### config.mk
export PLATFORM = sky130hd
export DESIGN_NAME = zuc256_msg_sched
export DESIGN_NICKNAME = d
export VERILOG_FILES = /design/src/rtl/zuc256_sched_pkg.sv /design/src/rtl/zuc256_cmd_pulse.sv /design/src/rtl/zuc256_msg_sched.sv
export SDC_FILE = /design/constraint.sdc
export NUM_CORES = 1
export LEC_CHECK = 0
export CAP_MARGIN = 20
export CORE_AREA = 5 5 221 223
export DETAILED_ROUTE_END_ITERATION = 16
export DIE_AREA = 0 0 226 228
export PLACE_DENSITY = 0.59
export SLEW_MARGIN = 40
export SYNTH_ARGS = -nofsm -noshare
export SYNTH_HDL_FRONTEND = slang
export SYNTH_SLANG_ARGS = --single-unit
### constraint.sdc
create_clock -name clk -period 5.55 [get_ports clk]
set_clock_uncertainty 0.05 [all_clocks]
set_input_delay 1.3875 -clock clk [delete_from_list [all_inputs] [get_ports clk]]
set_output_delay 1.3875 -clock clk [all_outputs]
set_load 0.02 [all_outputs]
### src/rtl/zuc256_sched_pkg.sv
// Shared definitions for the ZUC-256 message scheduler: FSM states, command codes,
// datapath widths and the legal MAC tag lengths.
package zuc256_sched_pkg;

   localparam int WORD_BITS  = 32;
   localparam int BLOCK_BITS = 128;

   localparam logic [7:0] TAG_LEN_32  = 8'd32;
   localparam logic [7:0] TAG_LEN_64  = 8'd64;
   localparam logic [7:0] TAG_LEN_128 = 8'd128;

   typedef enum logic [3:0] {
      S_IDLE  = 4'd0,
      S_KINIT = 4'd1,
      S_KWAIT = 4'd2,
      S_FETCH = 4'd3,
      S_CWAIT = 4'd4,
      S_EMIT  = 4'd5,
      S_FIN   = 4'd6,
      S_FWAIT = 4'd7,
      S_TAG   = 4'd8
   } state_e;

   typedef enum logic [1:0] {
      CMD_INIT  = 2'd0,
      CMD_NEXT  = 2'd1,
      CMD_FINAL = 2'd2
   } cmd_e;

   function automatic logic tag_len_ok(input logic [7:0] t);
      return (t == TAG_LEN_32) || (t == TAG_LEN_64) || (t == TAG_LEN_128);
   endfunction

endpackage

### src/rtl/zuc256_cmd_pulse.sv
// One-cycle command strobe towards zuc256_tot; hides tot_ready for the pulse cycle
// and the cycle after it, then reports the first ready as core-done.
module zuc256_cmd_pulse
   import zuc256_sched_pkg::*;
(
   input  logic clk,
   input  logic reset_n,
   input  logic i_clr,
   input  logic i_fire,
   input  cmd_e i_cmd,
   input  logic i_ready,
   output logic o_init,
   output logic o_next,
   output logic o_final,
   output logic o_core_done
);

   logic r_pulse;
   logic r_pulse_d;
   logic r_wait;
   cmd_e r_cmd;

   always_ff @(posedge clk or negedge reset_n) begin
      if (!reset_n) begin
         r_pulse   <= 1'b0;
         r_pulse_d <= 1'b0;
         r_wait    <= 1'b0;
         r_cmd     <= CMD_INIT;
      end else if (i_clr) begin
         r_pulse   <= 1'b0;
         r_pulse_d <= 1'b0;
         r_wait    <= 1'b0;
      end else begin
         r_pulse   <= i_fire;
         r_pulse_d <= r_pulse;
         if (i_fire) begin
            r_cmd  <= i_cmd;
            r_wait <= 1'b1;
         end else if (o_core_done) begin
            r_wait <= 1'b0;
         end
      end
   end

   assign o_core_done = r_wait & ~r_pulse & ~r_pulse_d & i_ready;
   assign o_init      = r_pulse & (r_cmd == CMD_INIT);
   assign o_next      = r_pulse & (r_cmd == CMD_NEXT);
   assign o_final     = r_pulse & (r_cmd == CMD_FINAL);

endmodule

### src/rtl/zuc256_msg_sched.sv
// Message-level sequencer for zuc256_tot: streams 32-bit words (encrypt) or
// 128-bit blocks (MAC) through the core and returns keystream words or the tag.
module zuc256_msg_sched
   import zuc256_sched_pkg::*;
#(
   parameter int MLEN_W = 16
) (
   input  logic              clk,
   input  logic              reset_n,
   input  logic              start,
   input  logic              abort,
   input  logic              enc_auth,
   input  logic [MLEN_W-1:0] msg_len,
   input  logic [7:0]        tag_len,
   input  logic              in_valid,
   output logic              in_ready,
   input  logic [127:0]      in_data,
   output logic              out_valid,
   input  logic              out_ready,
   output logic [127:0]      out_data,
   output logic              busy,
   output logic              done,
   output logic              error,
   output logic              tot_init,
   output logic              tot_next,
   output logic              tot_final,
   output logic              tot_enc_auth,
   output logic [127:0]      tot_block_i,
   output logic [7:0]        tot_i_len,
   output logic [7:0]        tot_tag_len,
   input  logic [127:0]      tot_block_o,
   input  logic              tot_ready,
   output logic [3:0]        dbg_state
);

   // Valid/ready: a beat transfers on a rising edge where valid and ready are both
   // high; valid is held with stable data until then, ready may change freely.

   state_e              r_state;
   state_e              w_next_state;
   logic                r_mac;
   logic [MLEN_W-1:0]   r_rem;
   logic [7:0]          r_tag_len;
   logic [7:0]          r_chunk;
   logic [7:0]          r_i_len;
   logic [127:0]        r_blk;
   logic [127:0]        r_out;
   logic                r_done;
   logic                r_error;

   logic                w_fire;
   cmd_e                w_cmd;
   logic                w_latch;
   logic                w_take;
   logic                w_cap_enc;
   logic                w_cap_tag;
   logic                w_set_done;
   logic                w_set_err;
   logic                w_core_done;
   logic [7:0]          w_chunk;
   logic [31:0]         w_in_mask;
   logic [31:0]         w_out_mask;

   zuc256_cmd_pulse u_cmd_pulse (
      .clk         (clk),
      .reset_n     (reset_n),
      .i_clr       (abort),
      .i_fire      (w_fire),
      .i_cmd       (w_cmd),
      .i_ready     (tot_ready),
      .o_init      (tot_init),
      .o_next      (tot_next),
      .o_final     (tot_final),
      .o_core_done (w_core_done)
   );

   // Chunk never exceeds rem, so the remaining-bit counter cannot wrap.
   always_comb begin
      w_chunk = 8'd0;
      if (r_mac) begin
         w_chunk = (r_rem >= MLEN_W'(BLOCK_BITS)) ? 8'(BLOCK_BITS) : 8'(r_rem);
      end else begin
         w_chunk = (r_rem >= MLEN_W'(WORD_BITS)) ? 8'(WORD_BITS) : 8'(r_rem);
      end
   end

   assign w_in_mask  = ~(32'hFFFF_FFFF >> w_chunk);
   assign w_out_mask = ~(32'hFFFF_FFFF >> r_chunk);

   always_comb begin
      w_next_state = r_state;
      w_fire       = 1'b0;
      w_cmd        = CMD_INIT;
      w_latch      = 1'b0;
      w_take       = 1'b0;
      w_cap_enc    = 1'b0;
      w_cap_tag    = 1'b0;
      w_set_done   = 1'b0;
      w_set_err    = 1'b0;
      if (abort) begin
         w_next_state = S_IDLE;
      end else begin
         case (r_state)
            S_IDLE: begin
               if (start) begin
                  w_latch = 1'b1;
                  if (!tag_len_ok(tag_len)) begin
                     w_set_done = 1'b1;
                     w_set_err  = 1'b1;
                  end else begin
                     w_fire       = 1'b1;
                     w_cmd        = CMD_INIT;
                     w_next_state = S_KINIT;
                  end
               end
            end
            S_KINIT: w_next_state = S_KWAIT;
            S_KWAIT: begin
               if (w_core_done) begin
                  if (r_rem != '0) begin
                     w_next_state = S_FETCH;
                  end else if (r_mac) begin
                     w_fire       = 1'b1;
                     w_cmd        = CMD_FINAL;
                     w_next_state = S_FIN;
                  end else begin
                     w_set_done   = 1'b1;
                     w_next_state = S_IDLE;
                  end
               end
            end
            S_FETCH: begin
               if (in_valid) begin
                  w_take       = 1'b1;
                  w_fire       = 1'b1;
                  w_cmd        = CMD_NEXT;
                  w_next_state = S_CWAIT;
               end
            end
            S_CWAIT: begin
               if (w_core_done) begin
                  if (!r_mac) begin
                     w_cap_enc    = 1'b1;
                     w_next_state = S_EMIT;
                  end else if (r_rem != '0) begin
                     w_next_state = S_FETCH;
                  end else begin
                     w_fire       = 1'b1;
                     w_cmd        = CMD_FINAL;
                     w_next_state = S_FIN;
                  end
               end
            end
            S_EMIT: begin
               if (out_ready) begin
                  if (r_rem != '0) begin
                     w_next_state = S_FETCH;
                  end else begin
                     w_set_done   = 1'b1;
                     w_next_state = S_IDLE;
                  end
               end
            end
            S_FIN: w_next_state = S_FWAIT;
            S_FWAIT: begin
               if (w_core_done) begin
                  w_cap_tag    = 1'b1;
                  w_next_state = S_TAG;
               end
            end
            S_TAG: begin
               if (out_ready) begin
                  w_set_done   = 1'b1;
                  w_next_state = S_IDLE;
               end
            end
            default: w_next_state = S_IDLE;
         endcase
      end
   end

   always_ff @(posedge clk or negedge reset_n) begin
      if (!reset_n) r_state <= S_IDLE;
      else          r_state <= w_next_state;
   end

   always_ff @(posedge clk or negedge reset_n) begin
      if (!reset_n) begin
         r_mac     <= 1'b0;
         r_rem     <= '0;
         r_tag_len <= 8'd0;
         r_chunk   <= 8'd0;
         r_i_len   <= 8'd0;
         r_blk     <= '0;
         r_out     <= '0;
         r_done    <= 1'b0;
         r_error   <= 1'b0;
      end else begin
         r_done  <= w_set_done;
         r_error <= w_set_err;
         if (w_latch) begin
            r_mac     <= enc_auth;
            r_rem     <= msg_len;
            r_tag_len <= tag_len;
         end
         if (w_take) begin
            r_blk   <= r_mac ? in_data : {96'h0, in_data[31:0] & w_in_mask};
            r_chunk <= w_chunk;
            r_i_len <= w_chunk;
            r_rem   <= r_rem - MLEN_W'(w_chunk);
         end
         // The final command always carries an empty block length.
         if (w_fire && (w_cmd == CMD_FINAL)) r_i_len <= 8'd0;
         if (w_cap_enc) r_out <= {96'h0, tot_block_o[31:0] & w_out_mask};
         if (w_cap_tag) r_out <= tot_block_o;
      end
   end

   assign in_ready     = (r_state == S_FETCH) & ~abort;
   assign out_valid    = (r_state == S_EMIT) | (r_state == S_TAG);
   assign out_data     = r_out;
   assign busy         = (r_state != S_IDLE);
   assign done         = r_done;
   assign error        = r_error;
   assign tot_enc_auth = r_mac;
   assign tot_block_i  = r_blk;
   assign tot_i_len    = r_i_len;
   assign tot_tag_len  = r_tag_len;
   assign dbg_state    = r_state;

endmodule

==> results of run 1 <==
[layout make-up]
type	instances	area share
antenna	10	0.00120
clock buffer	56	0.0544
clock inverter	10	0.00512
inverter	15	0.00283
multi-input combinational	937	0.243
sequential	308	0.371
tap	607	0.0366
timing repair buffer	590	0.285
[through the flow]
stage	power, W	std cells	worst slack [ns]	area [sq um]
2_1_floorplan	0.00285	1360	2.07	13200
3_3_place_gp	0.00330	2456	1.07	19500
3_5_place_dp	0.00332	2457	1.08	19500
4_1_cts	0.00582	2523	1.08	20700
5_1_grt	0.00600	2527	1.04	20800
6_report	0.00573	2533	1.08	20800
[layer usage]
metal  vias up  track usage  wire [um]
met5         -            0        101
met4        12       0.0571       1360
met3        88       0.0767       5360
met2       485        0.345      26600
met1      5935        0.228      20400
li1       5782            -          -
[final timing paths]
| kind | endpoint | depth (start not counted) | slack, ns |
|---|---|---|---|
| worst max-delay path | in_ready | 5 | 1.08 |
| worst max register to register | r_rem[14] | 13 | 1.57 |
| worst min register to register | out_data[11] | 2 | 0.42 |
| max in group asynchronous | out_data[103] | 2 | 3.81 |
| worst min-delay path | out_data[11] | 2 | 0.42 |
| min in group asynchronous | out_data[52] | 1 | 0.66 |
[cells in the final DEF, fill, tap and decap left out, drive strengths merged, types with 4 or more instances in the layout]
master           n
nand3           26
mux2i            7
o21ai          189
xor2             6
or4              4
a21o             5
and3             4
nor3b            5
or3              7
a31oi            9
diode           10
nand2b           5
and2             4
o22ai            7
nor3            24
buf             19
a21oi           37
nor2            45
clkdlybuf4s50  571
nor4             4
clkbuf          56
or2              4
dfrtp          308
clkinv           7
ha               8
a211oi           4
a22o           103
nand2          376
inv             15
nor2b            7
a21boi           5
[cells by family after synthesis]
kind of cell / after synthesis / share of synthesized area
muxes: 7 / 0.00532
AOI/OAI and AO/OA: 387 / 0.188
buffers and inverters: 115 / 0.0352
and+or+nand+nor: 527 / 0.172
adders and majority gates: 9 / 0.00912
xor gates and xnor gates: 7 / 0.00465
DFF: 308 / 0.585
[worst min-delay path: cells and delay by family (launching register included)]
kind          cells  cell delay, ns
simple gates      2            0.09
flops             1            0.34
[sequential cells by signal, summed over array words and instances, names as in the netlist]
register / flops
tot_block_i: 128
dbg_state: 4
done: 1
r_rem: 16
u_cmd_pulse.r_wait: 1
u_cmd_pulse.r_cmd: 2
tot_i_len: 8
out_data: 128
error: 1
u_cmd_pulse.r_pulse_d: 1
u_cmd_pulse.r_pulse: 1
r_chunk: 8
tot_tag_len: 8
tot_enc_auth: 1
[power by group]
| part | leakage, nW | switching [W] | total (W) | internal (W) |
|---|---|---|---|---|
| Sequential | 4.25 | 0.000127 | 0.00243 | 0.00231 |
| Combinational | 4.14 | 0.000437 | 0.000845 | 0.000408 |
| Clock | 0.603 | 0.000989 | 0.00245 | 0.00146 |
| Total | 8.99 | 0.00155 | 0.00573 | 0.00418 |
==> run summary, run 1 <==
Post-Syn Area = 13200 sq um
Clock Sink Count = 308
Syn Nets = 1657
CTS Hold Bufs = 0
Seq cells post-synth = 308
grt total ovfl = 0
H-tree lvl count = 2
top-count cell post-synth = nand2_1
Fill cells = 4496
minimum clock period = 4.47 ns
DRC Markers = 0
CP endpoint kind = primary output
crit-path leading delay family = buffers and inverters
post-synth top area share = 0.585
largest net degree at the start of global routing = 145
Iteration-0 DRC Markers = 863
input/output buffers = 572
Chip Width = 226 um
Arrival @ worst endpoint = 3.04 ns
MaxCap Viol Count = 0
Clock Path Buffers = 3
number of synthesis warnings = 0
CP max stage delay = 0.60 ns
DR vias = 12300
CP cell instances = clkdlybuf4s50_1 -> buf_4 -> and3b_1 -> and2_1 -> clkdlybuf4s50_1
row cnt = 79
GRT Total Usage = 0.199
most frequent cell on the critical path = clkdlybuf4s50_1
worst hold path type = register to register
Final ANT Viol Nets = 0
Post-synth ARST share = 1.00
CTS buffer count = 38
GPL Wtd Cong = 0.851
Peak Freq = 0.224 GHz
routed vias/inst = 4.86
multi-input gate area in the final layout = 5060 sq um
Util after Layout = 0.448
vias in the first global route = 12800
ratio of cells with drive above 1 in the final layout = 0.0558
worst path bufs/invs = 3
Slew Viols, Final = 0
CP Launch Type = input port
TNS Setup = 0 ns
ranking of synthesized cells by area = dfrtp_1 (59%), nand2_1 (11%), o21ai_0 (6.9%)
Top FF cell, synth = dfrtp_1
Post-synth EDFFs = 0
Worst-Skew Late Latency = 0.55 ns
antenna violations before repair = 15
Routed WL = 53800 um
CTS tree = done
Area growth, synth to finish = 57.7%
Worst-Margin Slew = 0.714 ns
unrepaired setup endpoints after global routing = no
Setup Buffers After CTS = 0
P per Cell Area = 276 nW/um^2
Final Setup Violations = 0
Worst-path clk slew = 0.05 ns
Post-Synthesis Cells = 1360
Seq/Total Area, Yosys = 0.585
outcome = complete, no violations
Fin Hold WS = 0.420 ns
post-CTS resize count = 0
crit path max-delay cell type = clkdlybuf4s50_1
starting density of the core = 0.284
nets@finish = 2187
DRT Pass-1 Iters = 5
full die area = 51500 sq um
Static Leak = 8.99 nW
post-DR wirelength/cell = 21.2 um
Final Hold Vio Count = 0
Root Driver = clkbuf_16
required time of the critical path = 4.11 ns
worst slew slack as a fraction of its limit = 0.512
Worst Setup Path Type = input port to primary output
die height = 228 um
Max IR drop VDD = 0.237 mV
crit share post-route = 0.806
hold wc startpoint = out_data[11]
Post-Syn Area per Cell = 9.69 sq um
Synth top cells by count = nand2_1 (376), dfrtp_1 (308), o21ai_0 (181)
Synth cell types = 70
Worst Path Max Fanout = 14
IO Pins = 573
Reg-to-Reg Start = r_rem[8]
core area = 46400 sq um
Sequential Area = 7710 sq um
Yosys top cell by area = dfrtp_1
global-route wire length before repair = 79900 um
Setup crit start = abort
DP Wirelength = 41100 um
Note: power is estimated with default switching activity, not from simulation.
==> run 2, diff against run 1 <==
CORE_AREA = 5 5 222 224   (was 5 5 221 223)
DIE_AREA = 0 0 227 229   (was 0 0 226 228)
PLACE_DENSITY = 0.58   (was 0.59)
clock period = 4.3 ns   (was 5.55 ns; I/O delays follow)
==> run 2 against run 1 <==
Clock power grew 40%. Critical endpoint is now r_rem[14]. Core utilization shrank 0.41 points. Clock-buffer cell count shrank 7. First-iteration DRC count shrank 28%. Largest cell class unchanged.
==> run summary, run 2 (synthesis gave the netlist of run 1 again) <==
outcome = complete, no violations
Sequential Area = 7710 sq um (unchanged)
Clock Sink Count = 308 (unchanged)
grt total ovfl = 0 (unchanged)
Final Hold Vio Count = 0 (unchanged)
sw frac = 0.264 (-0.00735)
CP Launch Type = register
crit share post-route = 0.905
Root Driver = clkbuf_16
multi-input gate area in the final layout = 5050 sq um (-0.22%)
GPL Wtd Cong = 0.834 (-2.0%)
CTS Hold Bufs = 0 (unchanged)
Final Setup Violations = 0 (unchanged)
post-CTS resize count = 0 (unchanged)
antenna violations before repair = 18 (+3)
Int Pwr = 0.00565 W (+35%)
row cnt = 80 (+1.3%)
IO Pins = 573 (unchanged)
DRT Pass-1 Iters = 5 (unchanged)
required time of the critical path = 4.66 ns (+0.55 ns)
Final ANT Viol Nets = 0 (unchanged)
P per Cell Area = 366 nW/um^2 (+33%)
input/output buffers = 572 (unchanged)
die height = 229 um (+0.44%)
DRC Markers = 0 (unchanged)
commonest non-fill, non-tap cell in the layout = clkdlybuf4s50_1
TNS Setup = 0 ns (unchanged)
post-DR wirelength/cell = 20.8 um (-1.9%)
CTS buffer count = 37 (-2.6%)
unrepaired setup endpoints after global routing = no
ratio of cells with drive above 1 in the final layout = 0.0598 (+0.00393)
crit path max-delay cell type = or4_4
CP max stage delay = 0.61 ns (about the same)
most frequent cells in the layout = clkdlybuf4s50_1 (571), nand2_1 (376), dfrtp_1 (307), o21ai_0 (181), a22o_1 (103)
DP Wirelength = 40300 um (-1.8%)
minimum clock period = 3.89 ns
MaxCap Viol Count = 0 (unchanged)
global-route wire length before repair = 78100 um (-2.3%)
Static Leak = 9.09 nW (+1.0%)
Iteration-0 DRC Markers = 622 (-28%)
worst slew slack as a fraction of its limit = 0.435 (-0.0767)
Clock Power Share = 0.447 (+0.020)
full die area = 52000 sq um (+0.88%)
nets@finish = 2194 (+0.32%)
Peak Freq = 0.257 GHz
Routed WL = 53000 um (-1.5%)
Worst Path Max Fanout = 8 (-6)
Arrival @ worst endpoint = 4.25 ns (+1.21 ns)
Reg power frac = 0.409 (-0.016)
combinational power share = 0.144 (-0.004)
Setup Buffers After CTS = 0 (unchanged)
CP cell instances = or4_4 -> nor3_2 -> o21ai_1 -> nor2_1 -> ha_1 -> inv_1 -> fa_1 -> a21oi_1 -> and4b_1 -> o21ai_0 -> a21oi_1 -> nor4b_1 -> o221ai_1
routed vias/inst = 4.78 (-1.6%)
Worst-Skew Late Latency = 0.55 ns (about the same)
Worst Setup Path Type = register to register
Clock Path Buffers = 3 (unchanged)
Worst-Margin Slew = 0.826 ns (+0.112 ns)
GRT Total Usage = 0.194 (-0.00533)
DR vias = 12200 (-1.1%)
worst hold path type = input port to async pin
fin cells = 2544 (+0.43%)
most frequent cell on the critical path = a21oi_1
vias in the first global route = 12500 (-2.0%)
core area = 47100 sq um (+1.7%)
Fill cells = 4544 (+1.1%)
CP endpoint kind = register
Chip Width = 227 um (+0.44%)
H-tree lvl count = 2 (unchanged)
NetSw = 0.00202 W (+30%)
Slew Viols, Final = 0 (unchanged)
Max IR drop VDD = 0.374 mV (+57%)
largest net degree at the start of global routing = 155 (+6.9%)
Worst-path clk slew = 0.06 ns (about the same)
starting density of the core = 0.279 (-0.00474)
Area growth, synth to finish = 59.0%
CTS tree = done
placed cell count = 2472 (+0.61%)
run 2: cell count changes in the layout (fill, tap and decap cells not counted), moves of 2 or more:
| cell | delta |
|---|---|
| clkbuf_1 | -2 |
| clkbuf_8 | -4 |
| buf_4 | +7 |
| bufinv_16 | +6 |
| diode_2 | -5 |
| buf_12 | +2 |
run 2: power by group through the flow:
stage / clock network (W) / registers, W / logic (W)
finish: 0.00343 / 0.00314 / 0.00110
global route: 0.00366 / 0.00315 / 0.00121
detailed placement: 0 / 0.00319 / 0.00111
global placement: 0 / 0.00319 / 0.00109
CTS: 0.00355 / 0.00314 / 0.00111
floorplan: 0 / 0.00313 / 0.000554
run 2: worst paths after layout:
check                      slack [ns]             to  cells after the start        start
min in group clk                 0.42    out_data[8]                      2  out_data[8]
min                              0.32   out_data[54]                      1      reset_n
min reg2reg                      0.42    out_data[8]                      2  out_data[8]
max in group asynchronous        2.76  out_data[124]                      3      reset_n
max                              0.41      r_rem[14]                     13     r_rem[8]
max reg2reg                      0.41      r_rem[14]                     13     r_rem[8]
run 2: cell type report:
type	instances	area share
flip-flops and latches	308	0.368
repair buffers	598	0.287
clock inverters	17	0.0137
inverters	15	0.00281
multi-input cells	937	0.241
well taps	615	0.0367
clock buffers	49	0.0498
diodes	5	0.000598
run 2: critical path, delay by kind of cell, from the launching register on:
| kind | cells | cell delay [ns] |
|---|---|---|
| compound gates | 5 | 1.00 |
| fa+ha+maj | 2 | 0.57 |
| buf+inv | 1 | 0.06 |
| flops | 1 | 0.44 |
| simple gates | 5 | 1.63 |
run 2: layer usage:
metal | up-vias | track usage | share of wire
li1 | 5801 | - | -
met1 | 5765 | 0.217 | 0.37
met2 | 485 | 0.334 | 0.49
met3 | 87 | 0.0849 | 0.11
met4 | 24 | 0.0557 | 0.027
met5 | - | 0 | 0.0028
run 2: stage by stage:
stage | total power [W] | utilization | instance area, sq um | hold slack, ns | setup slack (ns)
final | 0.00767 | 0.444 | 20900 | 0.321 | 0.407
after floorplan | 0.00368 | - | 13200 | 0.438 | 0.821
after CTS | 0.00780 | 0.443 | 20900 | 0.425 | 0.397
after global placement | 0.00428 | 0.415 | 19600 | 0.401 | 0.529
after global routing | 0.00802 | 0.444 | 20900 | 0.315 | 0.0996
after detailed placement | 0.00430 | 0.415 | 19600 | 0.410 | 0.423
==> run 3, diff against run 2 <==
CORE_AREA = 2 2 225 227   (was 5 5 222 224)
PLACE_DENSITY = 0.56   (was 0.58)
SLEW_MARGIN = 0   (was 40)
==> run 3 against run 2 <==
Clock power shrank 4%. Hold slack better by 0.094 ns. Non-clock buffer count grew 1. Clock-buffer cell count is 9 higher. Combinational power hardly changed. Routed wire length is 1.4% lower. Core utilization is 2.2 points lower. Power decreased by 2.0%. Worst setup slack got worse by 0.019 ns. Sequential power is essentially flat. First-iteration DRC count grew 4.0%.
==> run summary, run 3 (synthesis gave the netlist of run 1 again) <==
reg-to-reg setup timing slack = 0.39 ns (-0.02 ns)
commonest non-fill, non-tap cell in the layout = clkdlybuf4s50_1
minimum clock period = 3.91 ns (+0.0189 ns)
Util after Layout = 0.422 (-0.0220)
Worst Path Max Fanout = 10 (+2)
GPL Wtd Cong = 0.853 (+2.3%)
post-DR wirelength/cell = 20.0 um (-3.9%)
nets@finish = 2197 (+0.14%)
Max IR drop VDD = 0.250 mV (-33%)
placed cell count = 2531 (+2.4%)
full die area = 52000 sq um (unchanged)
Worst-path clk slew = 0.06 ns (about the same)
hold path depth = 2
IO Pins = 573 (unchanged)
Clock Sink Count = 308 (unchanged)
PnR worst setup slack = 0.388 ns (-0.0189 ns)
unrepaired setup endpoints after global routing = no
outcome = complete, no violations
Peak Freq = 0.256 GHz (-0.48%)
global-route wire length before repair = 77300 um (-1.0%)
die height = 229 um (unchanged)
Final Hold Vio Count = 0 (unchanged)
crit share post-route = 0.910 (+0.00440)
antenna violations before repair = 17 (-1)
Area growth, synth to finish = 59.2%
Chip Width = 227 um (unchanged)
worst hold path type = register to register
P per Cell Area = 359 nW/um^2 (-2.1%)
DP Wirelength = 39700 um (-1.6%)
Final Setup Violations = 0 (unchanged)
Worst Hold Path EP = out_data[2]
CTS tree = done
Fill cells = 4913 (+8.1%)
GRT Total Usage = 0.195 (+0.00162)
required time of the critical path = 4.67 ns (about the same)
Design Power = 0.00752 W (-2.0%)
DR vias = 12200 (+0.53%)
Iteration-0 DRC Markers = 647 (+4.0%)
ratio of cells with drive above 1 in the final layout = 0.0601 (+0.000301)
worst slew slack as a fraction of its limit = 0.354 (-0.0808)
grt total ovfl = 0 (unchanged)
Worst R2R Path Depth = 10 (-3)
Clock Path Buffers = 3 (unchanged)
Worst-Margin Slew = 0.969 ns (+0.143 ns)
input/output buffers = 572 (unchanged)
Worst-Skew Late Latency = 0.56 ns (about the same)
MaxCap Viol Count = 0 (unchanged)
Arrival @ worst endpoint = 4.29 ns (+0.04 ns)
starting density of the core = 0.265 (-0.0141)
TNS Setup = 0 ns (unchanged)
largest net degree at the start of global routing = 169 (+9.0%)
core area = 49700 sq um (+5.3%)
DRC Markers = 0 (unchanged)
fin cells = 2611 (+2.6%)
row cnt = 82 (+2.5%)
Reg-to-Reg Start = r_rem[9]
Routed WL = 52300 um (-1.4%)
CP endpoint kind = register
DRT Pass-1 Iters = 7 (+2)
Static Leak = 9.07 nW (-0.18%)
CTS buffer count = 39 (+5.4%)
Setup Buffers After CTS = 0 (unchanged)
vias in the first global route = 12400 (-0.94%)
Root Driver = clkbuf_16
H-tree lvl count = 2 (unchanged)
dpl ws = 0.367 ns (-0.0558 ns)
most frequent cells in the layout = clkdlybuf4s50_1 (571), nand2_1 (376), dfrtp_1 (307), o21ai_0 (181), a22o_1 (103)
routed vias/inst = 4.68 (-2.0%)
Slew Viols, Final = 0 (unchanged)
RR Endpoint = r_rem[14]
Worst Setup Path Type = register to register
Final ANT Viol Nets = 0 (unchanged)
CP Launch Type = register
hold wc startpoint = out_data[2]
[run 3: routing by layer]
layer	share of wire	global-route usage	wire length, um	vias up
li1	-	-	-	5813
met1	0.38	0.220	19700	5798
met2	0.49	0.327	25600	505
met3	0.10	0.0788	5290	95
met4	0.031	0.0776	1620	16
met5	0.0022	0	115	-
[run 3: worst max-delay path by stage]
stage,from,to,slack [ns],cells after the start
2_1_floorplan,r_rem[8],r_rem[14],0.82,14
3_3_place_gp,r_rem[8],r_rem[14],0.52,13
3_5_place_dp,r_rem[8],r_rem[14],0.37,13
4_1_cts,r_rem[8],r_rem[14],0.33,13
5_1_grt,r_rem[8],r_rem[14],0.07,10
6_report,r_rem[9],r_rem[14],0.39,10
[run 3: per-stage QoR]
step / hold WS, ns / cell area, sq um
after CTS: 0.420 / 20900
after global routing: 0.451 / 21000
after global placement: 0.401 / 19700
after detailed placement: 0.408 / 19700
final: 0.415 / 21000
after floorplan: 0.438 / 13200
[run 3: repair_timing]
action | in CTS | in global routing
endpoints found under the hold margin | 0 | 0
hold buffers | 0 | 0
setup endpoints to repair | 0 | 1
resized for setup | 0 | 1
[run 3: final cells by class]
| cell class | count | area (sq um) | share of cell area |
|---|---|---|---|
| Clock inverter | 14 | 140 | 0.00668 |
| Clock buffer | 58 | 1150 | 0.0548 |
| Tap cell | 672 | 841 | 0.0401 |
| Inverter | 15 | 58.8 | 0.00280 |
| Timing Repair Buffer | 599 | 6010 | 0.287 |
| Multi-Input combinational cell | 937 | 5040 | 0.240 |
| Antenna cell | 8 | 20.0 | 0.000955 |
| Sequential cell | 308 | 7710 | 0.368 |
[run 3: worst max-delay path, cell delays in order (launching register included)]
cell and delay (ns):
dfrtp_1 0.44, or4_4 0.63, nor4_4 0.59, nand2_1 0.21, fa_1 0.47, a21oi_1 0.21
and4b_1 0.24, o21ai_0 0.20, a21oi_1 0.21, nor4b_1 0.35, o221ai_1 0.17
[run 3: power by group]
group	switching (W)	total [W]	internal [W]	leakage (nW)
combinational	0.000583	0.00112	0.000537	4.19
sequential	0.000142	0.00312	0.00298	4.25
clock	0.00130	0.00328	0.00197	0.634
